$ cat src/rtl/tile_result_packer.sv
// Drain for the systolic tile array: buffers result words in a small FIFO and
// streams each as a framed byte sequence (header, then result bytes MSB first).
module tile_result_packer #(
    parameter int          Bitwidth = 16,
    parameter int          Depth    = 8,
    parameter logic [7:0]  Header   = 8'hA5
) (
    input  logic                     CLK,
    input  logic                     RST_N,
    input  logic [Bitwidth-1:0]      IP,
    input  logic                     IP_valid,
    input  logic                     CLR_OVF,
    output logic [7:0]               TX_data,
    output logic                     TX_valid,
    input  logic                     TX_ready,
    output logic [$clog2(Depth):0]   LEVEL,
    output logic                     OVF,
    output logic [1:0]               FSM_STATE
);

    // Byte handshake: a byte moves on a rising edge where TX_valid && TX_ready;
    // once TX_valid is raised, TX_data and TX_valid hold until that transfer.

    localparam int N  = Bitwidth / 8;
    localparam int AW = $clog2(Depth);
    localparam int LW = AW + 1;
    localparam int CW = (N > 1) ? $clog2(N) : 1;
    localparam logic [CW-1:0] CNT_LAST = CW'(N - 1);
    localparam logic [LW-1:0] LEVEL_FULL = LW'(Depth);

    typedef enum logic [1:0] {
        IDLE = 2'd0,
        HDR  = 2'd1,
        DATA = 2'd2
    } state_t;

    state_t                state, state_n;
    logic [Bitwidth-1:0]   mem [Depth];
    logic [AW-1:0]         wr_ptr, rd_ptr;
    logic [Bitwidth-1:0]   shift, shift_n, shifted;
    logic [CW-1:0]         cnt, cnt_n;
    logic [7:0]            tx_data_n;
    logic                  tx_valid_n;
    logic                  tx_fire;
    logic                  fifo_empty, fifo_full;
    logic                  pop, push, drop;

    assign tx_fire    = TX_valid && TX_ready;
    assign fifo_empty = (LEVEL == '0);
    assign fifo_full  = (LEVEL == LEVEL_FULL);
    assign shifted    = shift << 8;
    assign FSM_STATE  = state;

    // A full FIFO still accepts a word on the edge the head is popped.
    assign push = IP_valid && (!fifo_full || pop);
    assign drop = IP_valid && !push;

    always_comb begin
        state_n    = state;
        shift_n    = shift;
        cnt_n      = cnt;
        tx_data_n  = TX_data;
        tx_valid_n = TX_valid;
        pop        = 1'b0;
        case (state)
            IDLE: begin
                tx_valid_n = 1'b0;
                if (!fifo_empty) begin
                    pop        = 1'b1;
                    shift_n    = mem[rd_ptr];
                    tx_data_n  = Header;
                    tx_valid_n = 1'b1;
                    state_n    = HDR;
                end
            end
            HDR: begin
                if (tx_fire) begin
                    tx_data_n = shift[Bitwidth-1 -: 8];
                    cnt_n     = CNT_LAST;
                    state_n   = DATA;
                end
            end
            DATA: begin
                if (tx_fire) begin
                    if (cnt != '0) begin
                        shift_n   = shifted;
                        tx_data_n = shifted[Bitwidth-1 -: 8];
                        cnt_n     = cnt - CW'(1);
                    end else if (!fifo_empty) begin
                        // Next frame starts with no bubble on the link.
                        pop       = 1'b1;
                        shift_n   = mem[rd_ptr];
                        tx_data_n = Header;
                        state_n   = HDR;
                    end else begin
                        tx_valid_n = 1'b0;
                        state_n    = IDLE;
                    end
                end
            end
            default: begin
                tx_valid_n = 1'b0;
                state_n    = IDLE;
            end
        endcase
    end

    always_ff @(posedge CLK) begin
        if (push) begin
            mem[wr_ptr] <= IP;
        end
    end

    always_ff @(posedge CLK or negedge RST_N) begin
        if (!RST_N) begin
            state    <= IDLE;
            shift    <= '0;
            cnt      <= '0;
            TX_data  <= '0;
            TX_valid <= 1'b0;
        end else begin
            state    <= state_n;
            shift    <= shift_n;
            cnt      <= cnt_n;
            TX_data  <= tx_data_n;
            TX_valid <= tx_valid_n;
        end
    end

    always_ff @(posedge CLK or negedge RST_N) begin
        if (!RST_N) begin
            wr_ptr <= '0;
            rd_ptr <= '0;
            LEVEL  <= '0;
            OVF    <= 1'b0;
        end else begin
            if (push) begin
                wr_ptr <= wr_ptr + AW'(1);
            end
            if (pop) begin
                rd_ptr <= rd_ptr + AW'(1);
            end
            case ({push, pop})
                2'b10:   LEVEL <= LEVEL + LW'(1);
                2'b01:   LEVEL <= LEVEL - LW'(1);
                default: LEVEL <= LEVEL;
            endcase
            // A drop on the same edge as a clear keeps the flag set.
            if (drop) begin
                OVF <= 1'b1;
            end else if (CLR_OVF) begin
                OVF <= 1'b0;
            end
        end
    end

endmodule

$ cat config.mk
export PLATFORM = sky130hd
export DESIGN_NAME = tile_result_packer
export DESIGN_NICKNAME = d
export VERILOG_FILES = /design/src/rtl/tile_result_packer.sv
export SDC_FILE = /design/constraint.sdc
export NUM_CORES = 1
export LEC_CHECK = 0
export ABC_AREA = 0
export BUFFER_PORTS_ARGS = -buffer_cell sky130_fd_sc_hd__buf_2
export CORE_MARGIN = 4
export CORE_UTILIZATION = 25
export CTS_CLUSTER_DIAMETER = 60
export DETAILED_ROUTE_END_ITERATION = 16
export MAX_ROUTING_LAYER = met4
export PLACE_DENSITY = 0.42
export SKIP_LAST_GASP = 1
export SLEW_MARGIN = 20
export SYNTH_ARGS = -nofsm -noshare
export SYNTH_HDL_FRONTEND = slang
export SYNTH_SLANG_ARGS = --single-unit
$ cat constraint.sdc
create_clock -name CLK -period 4.5 [get_ports CLK]
set_clock_uncertainty 0.2 [all_clocks]
set_input_delay 1.125 -clock CLK [delete_from_list [all_inputs] [get_ports CLK]]
set_output_delay 1.125 -clock CLK [all_outputs]
set_load 0.02 [all_outputs]
; Word level (Yosys, flattened, before mapping)
; Memories as Yosys holds them, arrays and structs flattened.
; Cells that the tools add are included.
[classes]
add_sub_neg = 5
eq_ne = 10
n_mux = 32
bitwise_logic = 1
n_reduce_logical = 18
[ops]
columns = operator, n
row1 = two-way mux 16 bit, 3
row2 = two-way mux 8 bit, 4
row3 = one-hot mux 16 bit (2 select lines), 1
row4 = one-hot mux 8 bit (3 select lines), 1
row5 = two-way mux 1 bit, 14
row6 = inequality test 2 bit (second input constant), 5
row7 = two-way mux 2 bit, 4
row8 = one-hot mux 4 bit (2 select lines), 1
row9 = AND reduction 4 bit, 2
row10 = nonzero test 2 bit, 4
row11 = adder 3 x 1 -> 3 bit (second input constant), 2
row12 = one-hot mux 2 bit (3 select lines), 1
row13 = AND reduction 3 bit, 2
row14 = adder 4 x 1 -> 4 bit (second input constant), 1
row15 = equality test 2 x 1 -> 1 bit (second input constant), 2
row16 = equality test 2 bit (second input constant), 2
row17 = equality test 4 bit (second input constant), 1
row18 = zero test 4 bit, 1
row19 = one-hot mux 1 bit (2 select lines), 2
row20 = subtractor 4 x 1 -> 4 bit (second input constant), 1
row21 = logical AND 1 bit, 3
row22 = one-hot mux 1 bit (3 select lines), 1
row23 = nonzero test 3 bit, 1
row24 = zero test 1 bit, 2
row25 = 5 further kinds, 5
[word_totals]
reg_bits = 39
mem_bits_rw = 128
inputBits = 21
elab_cells = 76
mem_count = 1
[mem_list]
columns = memory, depth, word_bits, rd, rd_clocked_by_memory_dff, write_ports, line_no
row1 = mem, 8, 16, 1, 0, 1, 38  ; logic [Bitwidth-1:0] mem [Depth];

; Logic depth before layout (Yosys ltp)
[depth]
ltp_word = 10
depth_mapped = 12

; Worst setup path after synthesis
; Ideal clock, no wire load.
[synth_path]
kind = input to register
from = in TX_ready
to = mem mem[0][0] (enable)
arrival_time_ps = 2974
t_required_ps = 3891
setup_slack_ps = 917
cell_stages = 5
n_path_buf = 1
cell_sequence = and4b_1 buf_2 o31a_1 nand2b_1 nor3_1
[synth_between]
elab_chain_len = 7
[synth_rtl]
columns = element, line_no
row1 = from (decl), 15  ; input logic TX_ready,
row2 = logical AND 1 bit, 48  ; assign tx_fire = TX_valid && TX_ready;
row3 = two-way mux 1 bit, 84  ; if (tx_fire) begin
row4 = one-hot mux 1 bit (2 select lines), 65  ; case (state)
row5 = logical OR 1 bit, 55  ; assign push = IP_valid && (!fifo_full || pop);
row6 = logical AND 1 bit, 55
row7 = two-way mux 1 bit, 109  ; if (push) begin
row8 = two-way mux 1 bit (implied by the code), 110  ; mem[wr_ptr] <= IP;
row9 = to (decl), 38
; Every way passes these cells.

; Worst setup path in the final report
[layout_path]
from = reg state[0], in the netlist FSM_STATE[0]
to = mem mem[2][13] (enable)
[layout_between]
elab_chain_len = 6
[layout_rtl]
columns = element, line_no
row1 = from (decl), 37  ; state_t state, state_n;
row2 = from (signal assigned), 122  ; state <= state_n;
row3 = equality test 2 bit / zero test 2 bit (equally long branches), 65
row4 = one-hot mux 1 bit (2 select lines) *, 65
row5 = logical OR 1 bit *, 55
row6 = logical AND 1 bit *, 55
row7 = two-way mux 1 bit *, 109
row8 = two-way mux 1 bit (implied by the code) *, 110
; Mark *: on every way between the ends. The rest lies on a longest branch, timed or not.

==> metrics.cfg <==
[power]
power.share.combinational = 0.330
switchingPower_mw = 1.930
power.internal_mw = 3.627
p_seq_frac = 0.427
p_sw_frac = 0.3473
powerDensity_nw_per_um2 = 693.4
leakagePower_nw = 2.788
vdd_drop_max_mv = 0.2541
clkPwrFrac = 0.244
fin_total_pwr_mw = 5.557

[routing]
num_vias = 3543
drtPass1Iterations = 4
drt-total-wl_mm = 14.82
antenna_left = 0
vias_per_cell = 4.531
first_iter_violations = 262
drc = 0
wire_per_inst_um = 18.95

[sta]
fin_tns_setup_ns = 0
worstMarginPinSlew_ns = 1.099
period_needed_ns = 3.172
fmax_ghz = 0.3153
max_slew_margin = 0.2674
drv_slew = 0
hold_viol = 0
rsz0062_at_grt = false
setup_violations = 0
fin_crit_sh = 0.7048

[worst_setup_path]
rr_startpoint = FSM_STATE[0]
r2r_setup_slack_ns = 1.33
cp-start-kind = flop
crit_start = FSM_STATE[0]
rr_worst_depth = 7
crit_type = reg2reg
cp-endpoint = mem[2][13]
cp.depth = 7
critPathArrivalTime_ns = 3.08
critical_path.slowest_cell = and4b_1
path_cells = inv_1, ha_1, and4b_1, o31a_1, nand2b_1, nor2_1, buf_4
worstPathRequired_ns = 4.41
crit_fanout = 13
critPathTopFamily = simple AND/OR/NAND/NOR gates
cpPeakStageDelay_ns = 0.49
reg2reg_to = mem[2][13]
crit_buf_inv = 2
end_kind = flop

[hold_path]
hold_path.class = reg2reg

[placed_design]
portBuffers = 36
gp_congestion = 0.7307
hpwl_mm = 9.660
placed_area_um2 = 7473

[logic_synthesis]
ys_ff_latch = 167
yosysWarnings = 0
synth-seq-area-share = 0.7041
synthAdderAreaFrac = 0.01937
syn_nets = 407
synth_mux_area_frac = 0.1353
synth-simple-area-share = 0.03601
yosysUniqueCellTypes = 49
synth_top_family_by_area = multiplexers
synth_xor_area_frac = 0.007677
syn_area_per_cell_um2 = 18.21
syn-cell-area_um2 = 6845
synth_cells = 376
synth_compound_area_frac = 0.07494

[run]
maxCapViolations = 0

[die]
die_area_um2 = 30090
die_width_um = 173.5
std_cell_rows = 60
io-pin-count = 37
coreArea_um2 = 26950
initial_core_util = 0.2540
dieHeight_um = 173.5

[cts]
cts_root_buf = clkbuf_16
clock_sinks = 167
cts-buffers-inserted = 17
hold_buffers = 0
worst_skew_pair.late_latency_ns = 0.43
cts_resized = 0
postCtsSetupBuffers = 0
cts_max_level = 4
clockBufferDepth = 2
clk_pin_slew_ns = 0.06
cts_tree = done

[status]
status = completed

[finish]
syn_to_final_growth_pct = 17.07
fin_area_um2 = 8014
drive_gt1_frac = 0.2727
n_fill_cell = 2650
finalNetCount = 459

[global_route]
grt.overflow.total = 0
grt_pass1_wl_mm = 22.89
grt_pass1_vias = 3742
antenna_found_initial = 1
grt_max_degree = 40
grt_usage = 0.1040

[final cells by class]
class,count,area (um^2),area share
Inverter,12,45.04,0.005621
Clock buffer,20,436.7,0.05449
Antenna cell,1,2.502,0.0003123
Sequential cell,167,4821,0.6016
Multi-Input combinational cell,178,1881,0.2347
Clock inverter,11,101.3,0.01265
Tap cell,341,426.7,0.05324
Timing Repair Buffer,52,300.3,0.03747
[synthesized netlist by cell type, drive strengths merged]
library cell	number	share of area
a22oi	4	0.0044
a31oi	2	0.0018
mux2i	16	0.023
nand2b	4	0.0037
clkbuf	5	0.0027
ha	9	0.016
o2bb2ai	13	0.017
or3	1	0.00091
nor3	3	0.0022
a221o	7	0.010
o311a	1	0.0015
mux2	4	0.0066
inv	12	0.0066
nor2b	3	0.0027
a221oi	1	0.0022
edfxtp	128	0.56
and2	3	0.0027
nand2	8	0.0044
o22ai	2	0.0018
a21oi	14	0.014
o32a	1	0.0015
o211ai	2	0.0022
nor2	16	0.0088
or2	1	0.00091
nand3b	1	0.0011
nand3	2	0.0015
or4b	1	0.0015
o21ai	8	0.0091
buf	14	0.013
fa	1	0.0029
o221ai	2	0.0026
nor4b	1	0.0013
a211oi	1	0.0011
and4b	1	0.0015
or4	1	0.0011
mux4	32	0.11
o31a	1	0.0013
dfrtp	39	0.14
xnor2	4	0.0051
nor4	1	0.0018
a32oi	4	0.0051
xor2	2	0.0026
[worst min-delay path by stage]
stage / startpoint / end / slack [ns] / cells past startpoint
floorplan: shift[5] / shift[5] / 0.28 / 1
detailed placement: TX_data[4] / TX_data[4] / 0.27 / 1
global placement: TX_data[4] / TX_data[4] / 0.27 / 1
finish: TX_data[4] / TX_data[4] / 0.28 / 1
CTS: TX_data[4] / TX_data[4] / 0.29 / 1
global route: TX_data[4] / TX_data[4] / 0.29 / 1
[metal layers]
| layer | vias to the layer above | routed length (um) | GRT usage |
|---|---|---|---|
| met5 | - | 0 | - |
| met2 | 52 | 6916 | 0.1548 |
| met1 | 1864 | 7281 | 0.1397 |
| met3 | 10 | 526 | 0.03053 |
| li1 | 1617 | - | - |
| met4 | 0 | 95 | 0.02760 |
[per-stage QoR]
stage,hold WS [ns],setup WS [ns],instances,util
4_1_cts,0.2899,1.302,781,0.2973
2_1_floorplan,0.2777,0.9171,376,-
3_3_place_gp,0.2688,1.114,750,0.2773
6_report,0.2839,1.328,782,0.2974
3_5_place_dp,0.2726,1.065,750,0.2773
5_1_grt,0.2942,0.9931,782,0.2974
[layout by cell type, fill, tap and decap left out, types with 4 or more instances in the layout]
master       n
a21oi_1     12
a221o_1      7
a22oi_1      4
a32oi_1      4
buf_2       36
buf_4       16
clkbuf_16   17
dfrtp_1     38
edfxtp_1   128
ha_1         9
inv_1       12
mux2i_1     16
mux4_2      32
nand2_1      8
nand2b_1     4
nor2_1      16
o21ai_0      4
o2bb2ai_1   13
xnor2_1      4
[power by group through the flow]
stage | registers, mW | logic (mW) | clock network (mW)
2_1_floorplan | 2.28 | 1.39 | 0
3_3_place_gp | 2.40 | 1.84 | 0
3_5_place_dp | 2.41 | 1.86 | 0
4_1_cts | 2.39 | 1.87 | 1.39
5_1_grt | 2.43 | 2.02 | 1.46
6_report | 2.37 | 1.83 | 1.35
[worst register-to-register path, cell delays in order, from the launching register on]
cell,delay [ns]
dfrtp_1,0.43
inv_1,0.10
ha_1,0.43
and4b_1,0.49
o31a_1,0.33
nand2b_1,0.17
nor2_1,0.40
buf_4,0.31
[logic make-up after synthesis]
| kind of cell | after synthesis |
|---|---|
| AO/OA/AOI/OAI | 63 |
| multiplexers | 52 |
| adder cells (fa/ha/maj) | 10 |
| AND/OR/NAND/NOR | 47 |
| buffers and inverters | 31 |
| XOR/XNOR | 6 |
| flip-flops | 167 |
[sequential cells by signal, summed over array words and instances, names as in the netlist]
register   cells
cnt            1
wr_ptr         3
TX_data        8
LEVEL          4
mem          128
TX_valid       1
OVF            1
FSM_STATE      2
shift         16
rd_ptr         3
Power figures use the tool's default switching activity.
